`src/rtl/eth_pkt_gen_if.sv`:
```
// Byte-stream TX handshake between eth_pkt_gen (master) and eth_tx (slave).
// A byte moves on tx_vld && tx_ack; while tx_vld && !tx_ack the master holds dat/sof/eof/err.
interface eth_pkt_gen_if;
    logic       tx_vld;
    logic [7:0] tx_dat;
    logic       tx_sof;
    logic       tx_eof;
    logic       tx_err;
    logic       tx_ack;

    modport master (output tx_vld, tx_dat, tx_sof, tx_eof, tx_err, input tx_ack);
    modport slave  (input tx_vld, tx_dat, tx_sof, tx_eof, tx_err, output tx_ack);
endinterface

```
`src/rtl/eth_pkt_gen.sv`:
```
// Ethernet frame generator: header + zero/incrementing/PRBS-8 payload, fixed IFG.
// Optional build macro ERR_INJ_EN adds cfg_err_every and periodic tx_err on eof bytes.
module eth_pkt_gen #(
    parameter int          MIN_LEN    = 60,
    parameter int          MAX_LEN    = 1514,
    parameter int          LEN_W      = 11,
    parameter int          IFG_CYCLES = 12,
    parameter logic [15:0] ETHERTYPE  = 16'h88B5
) (
    input  logic             clk_mac,
    input  logic             rst_n,
    input  logic             start,
    input  logic             stop,
    input  logic [LEN_W-1:0] cfg_len,
    input  logic [15:0]      cfg_count,
    input  logic [1:0]       cfg_mode,
    input  logic [47:0]      cfg_dst,
    input  logic [47:0]      cfg_src,
`ifdef ERR_INJ_EN
    input  logic [7:0]       cfg_err_every,
`endif
    eth_pkt_gen_if.master    tx,
    output logic             busy,
    output logic [15:0]      frames_sent,
    output logic             done,
    output logic [1:0]       state_dbg
);
    typedef enum logic [1:0] {IDLE = 2'd0, HDR = 2'd1, PAYLOAD = 2'd2, GAP = 2'd3} state_t;
    localparam int GAP_W = $clog2(IFG_CYCLES + 1);

    state_t           state;
    logic [LEN_W-1:0] len_q, len_c, last_idx, byte_idx, nidx;
    logic [15:0]      count_q;
    logic [1:0]       mode_q;
    logic [47:0]      dst_q, src_q;
    logic [7:0]       lfsr, nbyte;
    logic [GAP_W-1:0] gap_cnt;
    logic             stop_q, err_hit, run_end;
    logic [127:0]     hdr_sh;

    assign state_dbg = state;
    assign last_idx  = len_q - LEN_W'(1);
    assign run_end   = ((count_q != 16'd0) && (frames_sent + 16'd1 == count_q)) || stop_q || stop;

    always_comb begin
        len_c = cfg_len;
        if (cfg_len < LEN_W'(MIN_LEN))      len_c = LEN_W'(MIN_LEN);
        else if (cfg_len > LEN_W'(MAX_LEN)) len_c = LEN_W'(MAX_LEN);
    end

    // Byte that follows the one currently on the bus; the sequence number is the
    // running frame count, which already points at the frame being sent.
    always_comb begin
        nidx   = byte_idx + LEN_W'(1);
        hdr_sh = {dst_q, src_q, ETHERTYPE, frames_sent} << {nidx[3:0], 3'b000};
        nbyte  = 8'h00;
        if (nidx < LEN_W'(16)) nbyte = hdr_sh[127:120];
        else if (mode_q == 2'd1) nbyte = nidx[7:0];
        else if (mode_q == 2'd2) nbyte = lfsr;
    end

    function automatic logic [7:0] lfsr_step(input logic [7:0] v);
        return {v[6:0], v[7] ^ v[5] ^ v[4] ^ v[3]};
    endfunction

`ifdef ERR_INJ_EN
    logic [7:0] err_every_q, err_cnt;
    // err_cnt holds (frame index - 1) mod cfg_err_every for the frame in flight.
    always_ff @(posedge clk_mac or negedge rst_n) begin
        if (!rst_n) begin
            err_every_q <= 8'd0;
            err_cnt     <= 8'd0;
        end else if (state == IDLE && start) begin
            err_every_q <= cfg_err_every;
            err_cnt     <= 8'd0;
        end else if (tx.tx_vld && tx.tx_ack && tx.tx_eof) begin
            err_cnt <= err_hit ? 8'd0 : err_cnt + 8'd1;
        end
    end
    assign err_hit = (err_every_q != 8'd0) && (err_cnt == err_every_q - 8'd1);
`else
    assign err_hit = 1'b0;
`endif

    always_ff @(posedge clk_mac or negedge rst_n) begin
        if (!rst_n) begin
            state       <= IDLE;
            len_q       <= '0;
            count_q     <= '0;
            mode_q      <= '0;
            dst_q       <= '0;
            src_q       <= '0;
            byte_idx    <= '0;
            lfsr        <= 8'hFF;
            gap_cnt     <= '0;
            stop_q      <= 1'b0;
            busy        <= 1'b0;
            done        <= 1'b0;
            frames_sent <= '0;
            tx.tx_vld   <= 1'b0;
            tx.tx_dat   <= 8'h00;
            tx.tx_sof   <= 1'b0;
            tx.tx_eof   <= 1'b0;
            tx.tx_err   <= 1'b0;
        end else begin
            done <= 1'b0;
            if (busy && stop) stop_q <= 1'b1;
            case (state)
                IDLE: if (start) begin
                    len_q       <= len_c;
                    count_q     <= cfg_count;
                    mode_q      <= cfg_mode;
                    dst_q       <= cfg_dst;
                    src_q       <= cfg_src;
                    busy        <= 1'b1;
                    frames_sent <= '0;
                    stop_q      <= 1'b0;
                    byte_idx    <= '0;
                    lfsr        <= 8'hFF;
                    tx.tx_vld   <= 1'b1;
                    tx.tx_dat   <= cfg_dst[47:40];
                    tx.tx_sof   <= 1'b1;
                    tx.tx_eof   <= 1'b0;
                    tx.tx_err   <= 1'b0;
                    state       <= HDR;
                end
                HDR, PAYLOAD: if (tx.tx_ack) begin
                    if (tx.tx_eof) begin
                        frames_sent <= frames_sent + 16'd1;
                        tx.tx_vld   <= 1'b0;
                        tx.tx_dat   <= 8'h00;
                        tx.tx_sof   <= 1'b0;
                        tx.tx_eof   <= 1'b0;
                        tx.tx_err   <= 1'b0;
                        gap_cnt     <= '0;
                        if (run_end) begin
                            state  <= IDLE;
                            busy   <= 1'b0;
                            done   <= 1'b1;
                            stop_q <= 1'b0;
                        end else begin
                            state <= GAP;
                        end
                    end else begin
                        byte_idx  <= nidx;
                        tx.tx_dat <= nbyte;
                        tx.tx_sof <= 1'b0;
                        tx.tx_eof <= (nidx == last_idx);
                        tx.tx_err <= (nidx == last_idx) && err_hit;
                        if (nidx >= LEN_W'(16) && mode_q == 2'd2) lfsr <= lfsr_step(lfsr);
                        if (nidx == LEN_W'(16)) state <= PAYLOAD;
                    end
                end
                GAP: begin
                    if (gap_cnt == GAP_W'(IFG_CYCLES - 1)) begin
                        if (stop_q || stop) begin
                            state  <= IDLE;
                            busy   <= 1'b0;
                            done   <= 1'b1;
                            stop_q <= 1'b0;
                        end else begin
                            byte_idx  <= '0;
                            lfsr      <= 8'hFF;
                            tx.tx_vld <= 1'b1;
                            tx.tx_dat <= dst_q[47:40];
                            tx.tx_sof <= 1'b1;
                            state     <= HDR;
                        end
                    end else begin
                        gap_cnt <= gap_cnt + GAP_W'(1);
                    end
                end
                default: state <= IDLE;
            endcase
        end
    end
endmodule
```
`src/flat_wrapper.sv`:
```
// flat-port wrapper written by rule: the top's interface ports become plain ports
module eth_pkt_gen_flat 
#(
    parameter int          MIN_LEN    = 60,
    parameter int          MAX_LEN    = 1514,
    parameter int          LEN_W      = 11,
    parameter int          IFG_CYCLES = 12,
    parameter logic [15:0] ETHERTYPE  = 16'h88B5
)
  (clk_mac, rst_n, start, stop, cfg_len, cfg_count, cfg_mode, cfg_dst, cfg_src, busy, frames_sent, done, state_dbg, tx_tx_vld, tx_tx_dat, tx_tx_sof, tx_tx_eof, tx_tx_err, tx_tx_ack);
  eth_pkt_gen_if tx_i ();
  input  logic clk_mac;
  input  logic rst_n;
  input  logic start;
  input  logic stop;
  input  logic [LEN_W-1:0] cfg_len;
  input  logic [15:0] cfg_count;
  input  logic [1:0] cfg_mode;
  input  logic [47:0] cfg_dst;
  input  logic [47:0] cfg_src;
  output logic busy;
  output logic [15:0] frames_sent;
  output logic done;
  output logic [1:0] state_dbg;
  output wire logic [$bits(tx_i.tx_vld)-1:0] tx_tx_vld;
  output wire logic [$bits(tx_i.tx_dat)-1:0] tx_tx_dat;
  output wire logic [$bits(tx_i.tx_sof)-1:0] tx_tx_sof;
  output wire logic [$bits(tx_i.tx_eof)-1:0] tx_tx_eof;
  output wire logic [$bits(tx_i.tx_err)-1:0] tx_tx_err;
  input wire logic [$bits(tx_i.tx_ack)-1:0] tx_tx_ack;
  assign tx_tx_vld = tx_i.tx_vld;
  assign tx_tx_dat = tx_i.tx_dat;
  assign tx_tx_sof = tx_i.tx_sof;
  assign tx_tx_eof = tx_i.tx_eof;
  assign tx_tx_err = tx_i.tx_err;
  assign tx_i.tx_ack = tx_tx_ack;
  eth_pkt_gen #(.MIN_LEN(MIN_LEN), .MAX_LEN(MAX_LEN), .LEN_W(LEN_W), .IFG_CYCLES(IFG_CYCLES), .ETHERTYPE(ETHERTYPE)) u_core (.clk_mac(clk_mac), .rst_n(rst_n), .start(start), .stop(stop), .cfg_len(cfg_len), .cfg_count(cfg_count), .cfg_mode(cfg_mode), .cfg_dst(cfg_dst), .cfg_src(cfg_src), .tx(tx_i), .busy(busy), .frames_sent(frames_sent), .done(done), .state_dbg(state_dbg));
endmodule
```
`config.mk`:
```
export PLATFORM = sky130hd
export DESIGN_NAME = eth_pkt_gen_flat
export DESIGN_NICKNAME = d
export VERILOG_FILES = /design/src/rtl/eth_pkt_gen_if.sv /design/src/rtl/eth_pkt_gen.sv /design/src/flat_wrapper.sv
export SDC_FILE = /design/constraint.sdc
export NUM_CORES = 1
export LEC_CHECK = 0
export ABC_AREA = 0
export ABC_CLOCK_PERIOD_IN_PS = 3300
export CAP_MARGIN = 20
export CORE_ASPECT_RATIO = 1.25
export CORE_MARGIN = 1.5
export CORE_UTILIZATION = 45
export DETAILED_ROUTE_END_ITERATION = 7
export PLACE_DENSITY_LB_ADDON = 0.12
export REMOVE_ABC_BUFFERS = 1
export SLEW_MARGIN = 40
export SYNTH_ARGS = -nofsm -noshare
export SYNTH_HDL_FRONTEND = slang
export SYNTH_SLANG_ARGS = --single-unit
```
`constraint.sdc`:
```
create_clock -name clk_mac -period 3.3 [get_ports clk_mac]
set_input_delay 0.495 -clock clk_mac [delete_from_list [all_inputs] [get_ports clk_mac]]
set_output_delay 0.495 -clock clk_mac [all_outputs]
set_load 0.01 [all_outputs]
```
==> out/qor.csv <==
metric,value,unit
ys_seq_area_frac,0.455,
finalCriticalPeriod,3.00,ns
boundaryPins,162,
slew_violations,0,
status,completed,
port_buffers,160,
synth_edf_count,0,
leakagePower,0.00556,uW
clkTransAtPathRegs,0.08,ns
diodes,0,
post_cts_resized,0,
cts_tree,built,
synth_area,9930,um^2
cpPeakStageDelay,0.53,ns
grt_usage,0.244,
ctsHoldBuffers,0,
wirelength,26700,um
ir_worst_vdd,0.593,mV
die_h,169,um
ant_nets,0,
clock-sinks,180,
max_freq,0.333,GHz
worstSetupEndpointType,register,
vias_per_cell,5.38,
max-cap-violations,0,
path_cells,ha_1 -> nand3_2 -> o21ai_1 -> nand4_1 -> a2111oi_1 -> nand4_1 -> o31ai_2 -> o211a_1 -> mux2_1,
gp_congestion,0.943,
grt_pass1_vias,8289,
post-route-period-util,0.909,
crit_type,register to register,
drive_gt1_frac,0.105,
arrival,3.31,ns
yosysUniqueCellTypes,74,
cts_max_path_buffers,2,
drt-initial-drc-count,573,
path_buf_inv,0,
synth_cells,1133,
rows,60,
layout_common_cells,"nand2_1 (434), dfrtp_1 (171), clkdlybuf4s50_1 (159)",
yosys_warnings,0,
drt_first_pass_iters,5,
path_common_cell,nand4_1,
powerDensity,898,nW/um^2
dieArea,23000,um^2
dp.cells,1534,
grt_antenna_before_repair,0,
start_util,0.459,
vias,8423,
worstPathRequired,3.61,ns
grt_start_max_net_pins,73,
worst_slew_pin_slew,0.861,ns
synthFlopType,dfrtp_1,
synthArstFlopShare,1.00,
final-hold-violation-count,0,
htree_levels,4,
final_cells,1566,
dieWidth,136,um
cp_max_fo,8,
post-cts-setup-buffers,0,
clk-insertion-delay-late,0.45,ns
grt_overflow_total,0,
coreArea,21600,um^2
worst_hold_path_type,input port to async pin,
setup_viol,0,
layout_commonest_cell,nand2_1,
rsz0062_at_grt,false,
cts_made_buffers,17,
wl_per_cell,17.0,um
route.detailed.drc,0,
root_buffer,clkbuf_16,
dp_hpwl,19100,um
layout.nets,1411,
syn2layout_area_growth,25.8,%
reg2reg_slack,0.30,ns
slew_headroom,0.422,
syn_area_per_cell,8.76,um^2
p_total,11200,uW
grt_pass1_wl,43300,um
synth_seq_cells,180,
setup.worst_path.start_class,register,
cpMaxStageDelayCell,dfrtp_1,
skew,0.0181,ns
cpLargestDelayFamily,compound AO/OA/AOI/OAI gates,
## stage by stage
stage / TNS (ns) / hold WS, ns / instance area [um^2] / setup slack (ns) / utilization
6_report: 0 / 0.0646 / 12500 / 0.299 / 0.577
4_1_cts: 0 / 0.0798 / 12500 / 0.302 / 0.577
3_5_place_dp: 0 / 0.459 / 11900 / 0.307 / 0.549
3_3_place_gp: 0 / 0.453 / 11900 / 0.378 / 0.549
2_1_floorplan: -7.54 / 0.199 / 9600 / -0.716 / -
5_1_grt: 0 / 0.109 / 12500 / 0.0516 / 0.577
## cells in the mapped netlist, types with 2 or more instances
master	n	area (um^2)
a211o_1	2	17.5
a211oi_1	3	22.5
a21o_1	3	22.5
a21oi_1	43	215
a221oi_1	8	70.1
a22o_1	10	87.6
a22oi_1	3	22.5
a31oi_1	4	25.0
a32o_1	2	20.0
and2_1	3	18.8
and3_1	3	18.8
buf_1	4	15.0
buf_2	16	80.1
buf_4	8	60.1
clkbuf_1	44	165
dfrtp_1	172	4300
dfstp_2	8	210
ha_1	7	87.6
inv_1	12	45.0
mux2_2	2	22.5
mux2i_1	6	60.1
mux4_2	32	721
nand2_1	435	1630
nand2b_1	7	43.8
nand3_1	13	65.1
nand3_2	2	20.0
nand3_4	2	35.0
nand3b_1	5	37.5
nand4_1	12	75.1
nor2_1	60	225
nor2b_1	15	93.8
nor3_1	10	50.1
nor3_2	2	20.0
nor4_1	10	62.6
o211ai_1	2	15.0
o21ai_0	45	225
o21ai_1	16	80.1
o22ai_1	6	37.5
o31a_1	2	17.5
o31ai_1	11	82.6
or3_1	3	18.8
xnor2_1	37	324
xor2_1	12	105
## state kept, by name, indices dropped and copies added, names as in the netlist
| signal | cells |
|---|---|
| u_core.tx.tx_eof | 1 |
| u_core.lfsr | 8 |
| u_core.src_q | 48 |
| u_core.busy | 1 |
| u_core.count_q | 16 |
| u_core.tx.tx_vld | 1 |
| u_core.len_q | 11 |
| u_core.done | 1 |
| u_core.dst_q | 48 |
| u_core.tx.tx_dat | 8 |
| u_core.frames_sent | 16 |
| u_core.stop_q | 1 |
| u_core.byte_idx | 11 |
| u_core.tx.tx_sof | 1 |
| u_core.mode_q | 2 |
| u_core.state_dbg | 2 |
| u_core.gap_cnt | 4 |
## power breakdown
group / internal (uW) / leakage [uW] / switching (uW) / total, uW
Combinational: 2470 / 0.00301 / 2840 / 5310
Clock: 1030 / 0.000294 / 1030 / 2060
Sequential: 3130 / 0.00225 / 707 / 3840
## final timing paths
| kind | to | startpoint | cells past startpoint |
|---|---|---|---|
| setup / recovery | u_core.busy | u_core.frames_sent[0] | 9 |
| hold / removal | u_core.count_q[7] | rst_n | 1 |
| min in group clk_mac | u_core.src_q[33] | u_core.src_q[33] | 2 |
| hold reg to reg | u_core.src_q[33] | u_core.src_q[33] | 2 |
| setup reg to reg | u_core.busy | u_core.frames_sent[0] | 9 |
| max in group asynchronous | u_core.dst_q[46] | rst_n | 2 |
## kinds of logic after synthesis
kind of cell / share of synthesized area
AO/OA/AOI/OAI: 0.111
buffers and inverters: 0.0373
flip-flops: 0.455
AND/OR/NAND/NOR: 0.261
XOR/XNOR: 0.0449
adder cells (fa/ha/maj): 0.00882
other: 0.000378
multiplexers: 0.0821
## area by class of cell
type	instances	area (um^2)
clock buffer	18	429
clock inverter	14	180
fill	2046	9140
inverter	12	45.0
multi-input combinational	868	5060
sequential	180	4520
tap	279	349
timing repair buffer	195	1910
## routing by layer
metal,up-vias,GRT usage,part of all wire
met5,-,0,0
met2,200,0.412,0.50
met1,4089,0.327,0.45
li1,4106,-,-
met4,0,0.0767,0.021
met3,28,0.0296,0.033
(Power assumes the default switching activity.)
